File: src/rtl/branch_resolve.sv
// branch_resolve: back end of the fetch/BTB feedback loop.
//
// Every predicted branch leaving decode is pushed into an in-order tracking
// queue. Execute returns outcomes in any order, tagged with the queue slot.
// Entries retire in program order, one per cycle, and produce registered
// one-cycle feedback pulses for fetch/BTB. A mispredicting retire discards
// all younger entries and holds the queue in FLUSH for one cycle.
//
// Optional feature: define BRRES_STATS_EN to add saturating retire and
// mispredict counters (stat_branches, stat_mispredicts).
//
// Ports:
//   clk, reset         clock, synchronous active-low reset
//   alloc*             branch push from decode (pc, predicted dir/target)
//   alloc_tag          slot the pushed branch receives (current tail)
//   ex_valid/tag/...   resolved outcome from execute
//   stall              queue full or flushing; fetch/decode must hold
//   fb_*               registered retire feedback to fetch/BTB
//   stat_*             (BRRES_STATS_EN only) saturating event counters
module branch_resolve #(
  parameter int unsigned DEPTH = 8,
  parameter int unsigned PCW   = 32,
  localparam int unsigned TW   = $clog2(DEPTH)
) (
  input  logic           clk,
  input  logic           reset,
  input  logic           alloc,
  input  logic [PCW-1:0] alloc_pc,
  input  logic           alloc_taken,
  input  logic [PCW-1:0] alloc_target,
  output logic [TW-1:0]  alloc_tag,
  input  logic           ex_valid,
  input  logic [TW-1:0]  ex_tag,
  input  logic           ex_taken,
  input  logic [PCW-1:0] ex_target,
  output logic           stall,
  output logic           fb_en,
  output logic [PCW-1:0] fb_PC,
  output logic           fb_taken,
  output logic [PCW-1:0] fb_predictedPC,
  output logic           fb_mispredict
`ifdef BRRES_STATS_EN
  ,
  output logic [31:0]    stat_branches,
  output logic [31:0]    stat_mispredicts
`endif
);

  localparam logic [TW:0] FULL_CNT = (TW+1)'(DEPTH);

  typedef enum logic {RUN, FLUSH} state_e;

  state_e          state_q;
  logic [TW-1:0]   head_q, tail_q;
  logic [TW:0]     count_q;

  logic [DEPTH-1:0] valid_q, done_q, pred_taken_q, act_taken_q;
  logic [PCW-1:0]   pc_q          [DEPTH];
  logic [PCW-1:0]   pred_target_q [DEPTH];
  logic [PCW-1:0]   act_target_q  [DEPTH];

  logic            alloc_ok, res_ok, retire, head_mis;
  logic [PCW-1:0]  head_next_pc;

  // stall is based on pre-retire occupancy, so a full queue refuses an
  // alloc even in the cycle a retire frees a slot.
  assign stall     = (count_q == FULL_CNT) || (state_q == FLUSH);
  assign alloc_tag = tail_q;
  assign alloc_ok  = alloc && !stall;
  assign res_ok    = ex_valid && (state_q == RUN) && valid_q[ex_tag] && !done_q[ex_tag];
  // Uses the registered done bit, so a head resolved this cycle retires next cycle.
  assign retire    = (state_q == RUN) && valid_q[head_q] && done_q[head_q];

  assign head_mis = (pred_taken_q[head_q] != act_taken_q[head_q]) ||
                    (pred_taken_q[head_q] && act_taken_q[head_q] &&
                     (pred_target_q[head_q] != act_target_q[head_q]));
  assign head_next_pc = act_taken_q[head_q] ? act_target_q[head_q]
                                            : pc_q[head_q] + PCW'(4);

  always_ff @(posedge clk) begin
    if (!reset) begin
      state_q        <= RUN;
      head_q         <= '0;
      tail_q         <= '0;
      count_q        <= '0;
      valid_q        <= '0;
      done_q         <= '0;
      fb_en          <= 1'b0;
      fb_PC          <= '0;
      fb_taken       <= 1'b0;
      fb_predictedPC <= '0;
      fb_mispredict  <= 1'b0;
    end else begin
      fb_en          <= retire;
      fb_PC          <= retire ? pc_q[head_q] : '0;
      fb_taken       <= retire && act_taken_q[head_q];
      fb_predictedPC <= retire ? head_next_pc : '0;
      fb_mispredict  <= retire && head_mis;

      case (state_q)
        RUN: begin
          if (res_ok) begin
            done_q[ex_tag]       <= 1'b1;
            act_taken_q[ex_tag]  <= ex_taken;
            act_target_q[ex_tag] <= ex_target;
          end
          if (alloc_ok) begin
            valid_q[tail_q]       <= 1'b1;
            done_q[tail_q]        <= 1'b0;
            pc_q[tail_q]          <= alloc_pc;
            pred_taken_q[tail_q]  <= alloc_taken;
            pred_target_q[tail_q] <= alloc_target;
            tail_q                <= tail_q + TW'(1);
          end
          if (retire) begin
            valid_q[head_q] <= 1'b0;
            head_q          <= head_q + TW'(1);
          end
          count_q <= count_q + (TW+1)'(alloc_ok) - (TW+1)'(retire);

          // Flush overrides the per-entry updates above, including any
          // alloc accepted in the same cycle.
          if (retire && head_mis) begin
            valid_q <= '0;
            done_q  <= '0;
            head_q  <= head_q + TW'(1);
            tail_q  <= head_q + TW'(1);
            count_q <= '0;
            state_q <= FLUSH;
          end
        end
        FLUSH:   state_q <= RUN;
        default: state_q <= RUN;
      endcase
    end
  end

`ifdef BRRES_STATS_EN
  // Counters step on the same edge that raises fb_en / fb_mispredict.
  always_ff @(posedge clk) begin
    if (!reset) begin
      stat_branches    <= '0;
      stat_mispredicts <= '0;
    end else begin
      if (retire && (stat_branches != '1))
        stat_branches <= stat_branches + 32'd1;
      if (retire && head_mis && (stat_mispredicts != '1))
        stat_mispredicts <= stat_mispredicts + 32'd1;
    end
  end
`endif

endmodule

File: config.mk
export PLATFORM = sky130hd
export DESIGN_NAME = branch_resolve
export DESIGN_NICKNAME = d
export VERILOG_FILES = /design/src/rtl/branch_resolve.sv
export SDC_FILE = /design/constraint.sdc
export NUM_CORES = 1
export LEC_CHECK = 0
export BUFFER_PORTS_ARGS = -buffer_cell sky130_fd_sc_hd__buf_2
export CELL_PAD_IN_SITES_DETAIL_PLACEMENT = 0
export CELL_PAD_IN_SITES_GLOBAL_PLACEMENT = 2
export CORE_MARGIN = 4
export CORE_UTILIZATION = 32
export CTS_CLUSTER_DIAMETER = 150
export DETAILED_ROUTE_END_ITERATION = 6
export GPL_ROUTABILITY_DRIVEN = 0
export PLACE_DENSITY_LB_ADDON = 0.1
export RECOVER_POWER = 25
export SYNTH_ARGS = -nofsm -noshare
export SYNTH_HDL_FRONTEND = slang
export SYNTH_SLANG_ARGS = --single-unit
File: constraint.sdc
create_clock -name clk -period 7.1 [get_ports clk]
set_input_delay 1.42 -clock clk [delete_from_list [all_inputs] [get_ports clk]]
set_output_delay 1.42 -clock clk [all_outputs]
set_load 0.05 [all_outputs]
==> Word level (Yosys, flattened, before mapping) <==
Memories as Yosys holds them, arrays and structs flattened. A register that Yosys moved wholly into a read port is not among the register bits.
Index checks and enable logic that the tools add are counted.
{ "totals": {"out_inout_bits": 71, "reg_bits": 110, "input_bits": 105, "mem_bits_rw": 768, "n_memories": 3} }
{ "classes": {"addsub": 5, "bitwise": 7, "reduce_logical": 24, "eq_ne": 3, "muxes": 52, "n_lt_le_gt_ge": 6} }
{ "memory_table": {"columns": ["memory", "words", "width", "read_ports", "rd_clocked_by_memory_dff", "write_ports", "line", "source"], "rows": [
  ["act_target_q", 8, 32, 1, 1, 1, "60", "logic [PCW-1:0] act_target_q [DEPTH];"],
  ["pc_q", 8, 32, 1, 1, 1, "58", "logic [PCW-1:0] pc_q [DEPTH];"],
  ["pred_target_q", 8, 32, 1, 1, 1, "59", "logic [PCW-1:0] pred_target_q [DEPTH];"]
]} }
{ "ops": {"columns": ["op", "count"], "rows": [
  ["8-bit 2-to-1 mux", 10],
  ["32-bit by 3-bit adder with 32-bit output, second input constant", 1],
  ["32-bit 2-to-1 mux", 1],
  ["32-bit != test", 1],
  ["3-bit 2-to-1 mux", 10],
  ["1-bit binary-select mux with 3-bit select", 6],
  ["1-bit 2-to-1 mux", 18],
  ["8-bit AND", 2],
  ["8-bit bitwise mux", 2],
  ["8-bit NOT", 2],
  ["8-bit bitwise OR", 2],
  ["1-bit logical AND", 13],
  ["3-bit by 4-bit less-than comparator with 1-bit output, second input constant", 3],
  ["1-bit demux with 3-bit select", 3],
  ["3-bit by 1-bit >= comparator with 1-bit output, second input constant", 3],
  ["3-bit by 1-bit adder with 3-bit output, second input constant", 2],
  ["2-bit AND reduction", 3],
  ["3-bit AND reduction", 2],
  ["4-bit by 1-bit adder with 4-bit output", 1],
  ["4-bit equality test, second input constant", 1],
  ["4-bit 2-to-1 mux", 1],
  ["2-bit nonzero test", 2],
  ["4-bit by 1-bit subtractor with 4-bit output", 1],
  ["1-bit zero test", 2],
  ["4 further kinds", 5]
]} }

==> Logic depth before layout (Yosys ltp) <==
{ "logic_depth": {"depth_word": 11, "mapped_depth": 15, "mapped_depth_nobuf": 14} }

==> Worst setup path before layout <==
No wires, ideal clock.
{ "synth_timing": {"kind": "input to register", "startpoint": "input alloc", "endpoint": "memory pc_q[1][0], enable pin", "arrival_ns": 6.268, "n_path_buf": 0, "setup_time_ns": 0.565, "t_required_ns": 6.535, "stages": 3, "path_slack_ns": 0.267, "path_cell_list": "and2_0 -> nand2_1 -> nor3_1"} }
{ "synth_between": {"elab_chain_len": 5} }
{ "synth_lines": {"columns": ["element", "line", "source"], "rows": [
  ["from (decl)", "27", "input logic alloc,"],
  ["1-bit logical AND", "69", "assign alloc_ok = alloc && !stall;"],
  ["1-bit 2-to-1 mux", "107", "if (alloc_ok) begin"],
  ["1-bit 2-to-1 mux", "100", "case (state_q)"],
  ["1-bit 2-to-1 mux", "81", "if (!reset) begin"],
  ["1-bit 2-to-1 mux (implied by the code)", "110", "pc_q[tail_q] <= alloc_pc;"],
  ["to (decl)", "58", null]
]} }
No other way between the ends.

==> Worst setup path after layout <==
{ "layout_timing": {"startpoint": "input ex_tag[2]", "endpoint": "memory act_target_q[6][30], enable pin"} }
{ "layout_between": {"elab_chain_len": 8, "word_cells_on_any_way": 11, "classes_between": "mux: 8; reduce/logical: 3"} }
{ "layout_lines": {"columns": ["element", "line", "source"], "rows": [
  ["from (decl)", "33", "input logic [TW-1:0] ex_tag,"],
  ["1-bit binary-select mux with 3-bit select", "70", "assign res_ok = ex_valid && (state_q == RUN) && valid_q[ex_tag] && !done_q[ex_tag];"],
  ["1-bit 2-to-1 mux (implied by the code)", "70", null],
  ["1-bit logical AND or 1-bit zero test (tied branches)", "70", null],
  ["1-bit logical AND", "70", null],
  ["1-bit 2-to-1 mux", "102", "if (res_ok) begin"],
  ["1-bit 2-to-1 mux", "100", null],
  ["1-bit 2-to-1 mux", "81", null],
  ["1-bit 2-to-1 mux (implied by the code)", "105", "act_target_q[ex_tag] <= ex_target;"],
  ["to (decl)", "60", null]
]} }
Parallel ways exist; a longest one is shown, timed or not. The select of a mux whose other input is x is not followed.

==> impl_metrics.ini <==
[clock_tree]
clkLatencyLatePin_ns = 0.66
htree_levels = 3
path_clk_slew_ns = 0.06
clock-sinks = 881
cts_tree = done
clock_path_buffers = 3
postCtsHoldBufs = 0
numCtsBuffers = 99
cts_setup_buffers = 0
post_cts_resized = 0
root_buffer = clkbuf_16

[cells_and_area]
nets = 2160
layout-drive-gt1-share_pct = 25.1
mostFrequentLayoutCell = edfxtp_1
area_growth_pct = 16.8
fillCellCount = 9928
final_cell_mix = edfxtp_1, mux4_2, buf_2, clkbuf_16, nor2_1

[timing]
period_minus_slack_ns = 4.63
relSlewSlack_pct = 21.9
rsz0062_at_grt = false
finalMaxSlewViolations = 0
fin_skew_ns = 0.0145
setup_violations = 0
hold_viol = 0
fin_crit_sh_pct = 65.2
worst_slew_pin_slew_ns = 1.17
setup_slack_ns = 2.47
fmaxAchievable_ghz = 0.216
fin_tns_setup_ns = 0

[detailed_routing]
vias_per_cell = 4.94
dr.pass1.iters = 5
wirelength_um = 98000
ant_nets = 0
vias = 17500
drc_errors = 0
wl_per_cell_um = 27.7
drt_iter0_drc = 1462

[die]
die_y_um = 338
rows = 120
ioPinCount = 176
chipWidth_um = 338
initial_core_util_pct = 32.3
dieArea_um2 = 114000
core-area_um2 = 108000

[power]
p_per_area_nw_per_um2 = 280
p_leak_nw = 12.9
max-vdd-ir-drop_v = 0.000190

[worst_setup_path]
arrival_ns = 4.99
required_ns = 7.46
critPathKind = primary input to flip-flop
crit_chain = buf_2 > nor3b_1 > a21oi_1 > mux4_2 > nor4b_1 > nand2_1 > or2_2 > nor2_4 > buf_4
worstPathMaxFanout = 25
max_stage_delay_ns = 0.93
crit_slowest_cell = nor2_4
worstSetupEndpointType = flip-flop
cp-start-kind = primary input

[run]
cap_violations = 0

[placement]
io_buffers = 175
dp_hpwl_um = 61300
place_ws_ns = 1.70

[grt]
grt_max_degree = 59
grt_overflow = 0
antenna_found_initial = 21
grt_usage_pct = 17.2
grt_pass1_wl_um = 139000
grt_pass1_vias = 18700

[yosys]
syn_avg_cell_area_um2 = 19.2
synth_top_area_cell = edfxtp_1
synthFlopType = edfxtp_1
synth_warnings = 0
synth_area_leaders = edfxtp_1, mux4_2, dfxtp_1
synth.distinct_cells = 57
syn-num-nets = 1926
synth-seq-cells = 881
syn_inst = 1811
synth_area_um2 = 34700
synth-async-reset-ratio_pct = 0
synth_top_area_share_pct = 67.8
seq_area_frac_synth_pct = 73.4
synth_edf_count = 784

[worst_hold_path]
hold_class = flip-flop to flip-flop

[outcome]
outcome = completed
-- through the flow --
step | util (%) | hold WS [ns] | instances | total power [W] | area [um^2]
floorplan | - | 0.482 | 1811 | 0.00609 | 34700
global placement | 34.8 | 0.499 | 3347 | 0.00629 | 37400
detailed placement | 34.8 | 0.506 | 3347 | 0.00630 | 37400
CTS | 37.8 | 0.525 | 3531 | 0.0115 | 40700
global route | 37.7 | 0.552 | 3532 | 0.0118 | 40600
finish | 37.8 | 0.526 | 3539 | 0.0114 | 40600
-- cell families after synthesis --
family                   synth area share, %
AND/OR/NAND/NOR                         4.35
multiplexers                            14.2
adder cells (fa/ha/maj)                0.382
AO/OA/AOI/OAI                           2.10
flip-flops                              73.4
buffers and inverters                   1.76
XOR/XNOR                                3.86
-- synthesized netlist by cell type, drive strengths merged (26+ instances only) --
master	instances
a211oi	32
a21oi	26
buf	56
clkbuf	31
dfxtp	97
edfxtp	784
mux2i	65
mux4	183
nand2	37
nor2	105
nor3	33
xnor2	81
xor2	72
-- routing by layer --
layer | share of wire, % | wire, um | GRT usage [%] | vias to the layer above
li1 | - | - | - | 7732
met1 | 45 | 44600 | 23.9 | 9250
met2 | 48 | 47000 | 28.0 | 348
met3 | 4.8 | 4670 | 3.59 | 131
met4 | 1.7 | 1700 | 3.87 | 14
met5 | 0.094 | 92 | 0 | -
-- final cells by class --
class	instances	area [um^2]	share of cell area [%]
Multi-Input combinational cell	825	8770	21.6
Timing Repair Buffer	220	1200	2.96
Clock inverter	45	507	1.25
Antenna cell	8	20.0	0.0493
Inverter	18	67.6	0.166
Clock buffer	139	2780	6.85
Tap cell	1403	1760	4.32
Sequential cell	881	25500	62.8
-- worst max-delay path: cells and delay by family --
| kind | cells | cell delay (ns) |
|---|---|---|
| AND/OR/NAND/NOR | 5 | 2.49 |
| buffers and inverters | 2 | 0.53 |
| multiplexers | 1 | 0.46 |
| AO/OA/AOI/OAI | 1 | 0.06 |
-- power breakdown --
group,internal [W],switching (W),total (W)
sequential,0.00573,0.0000265,0.00575
clock,0.00312,0.00206,0.00518
combinational,0.000132,0.000290,0.000422
-- state kept, by name, indices dropped and copies added (netlist names), named ones only --
| name | count |
|---|---|
| fb_en | 1 |
| count_q | 4 |
| fb_taken | 1 |
| act_taken_q | 8 |
| done_q | 8 |
| fb_PC | 32 |
| head_q | 3 |
| state_q | 1 |
| valid_q | 8 |
| alloc_tag | 3 |
| fb_predictedPC | 32 |
| pc_q | 256 |
| pred_taken_q | 8 |
| fb_mispredict | 1 |
| pred_target_q | 256 |
| act_target_q | 256 |
-- path summary, 6_finish.rpt --
path | from | to | slack, ns | cells after the start
worst max-delay path | ex_tag[2] | act_target_q[6][30] | 2.47 | 9
worst min register to register | count_q[0] | count_q[0] | 0.53 | 2
worst max register to register | flip-flop | done_q[0] | 2.50 | 10
worst min-delay path | count_q[0] | count_q[0] | 0.53 | 2
Note: power is estimated with default switching activity, not from simulation.
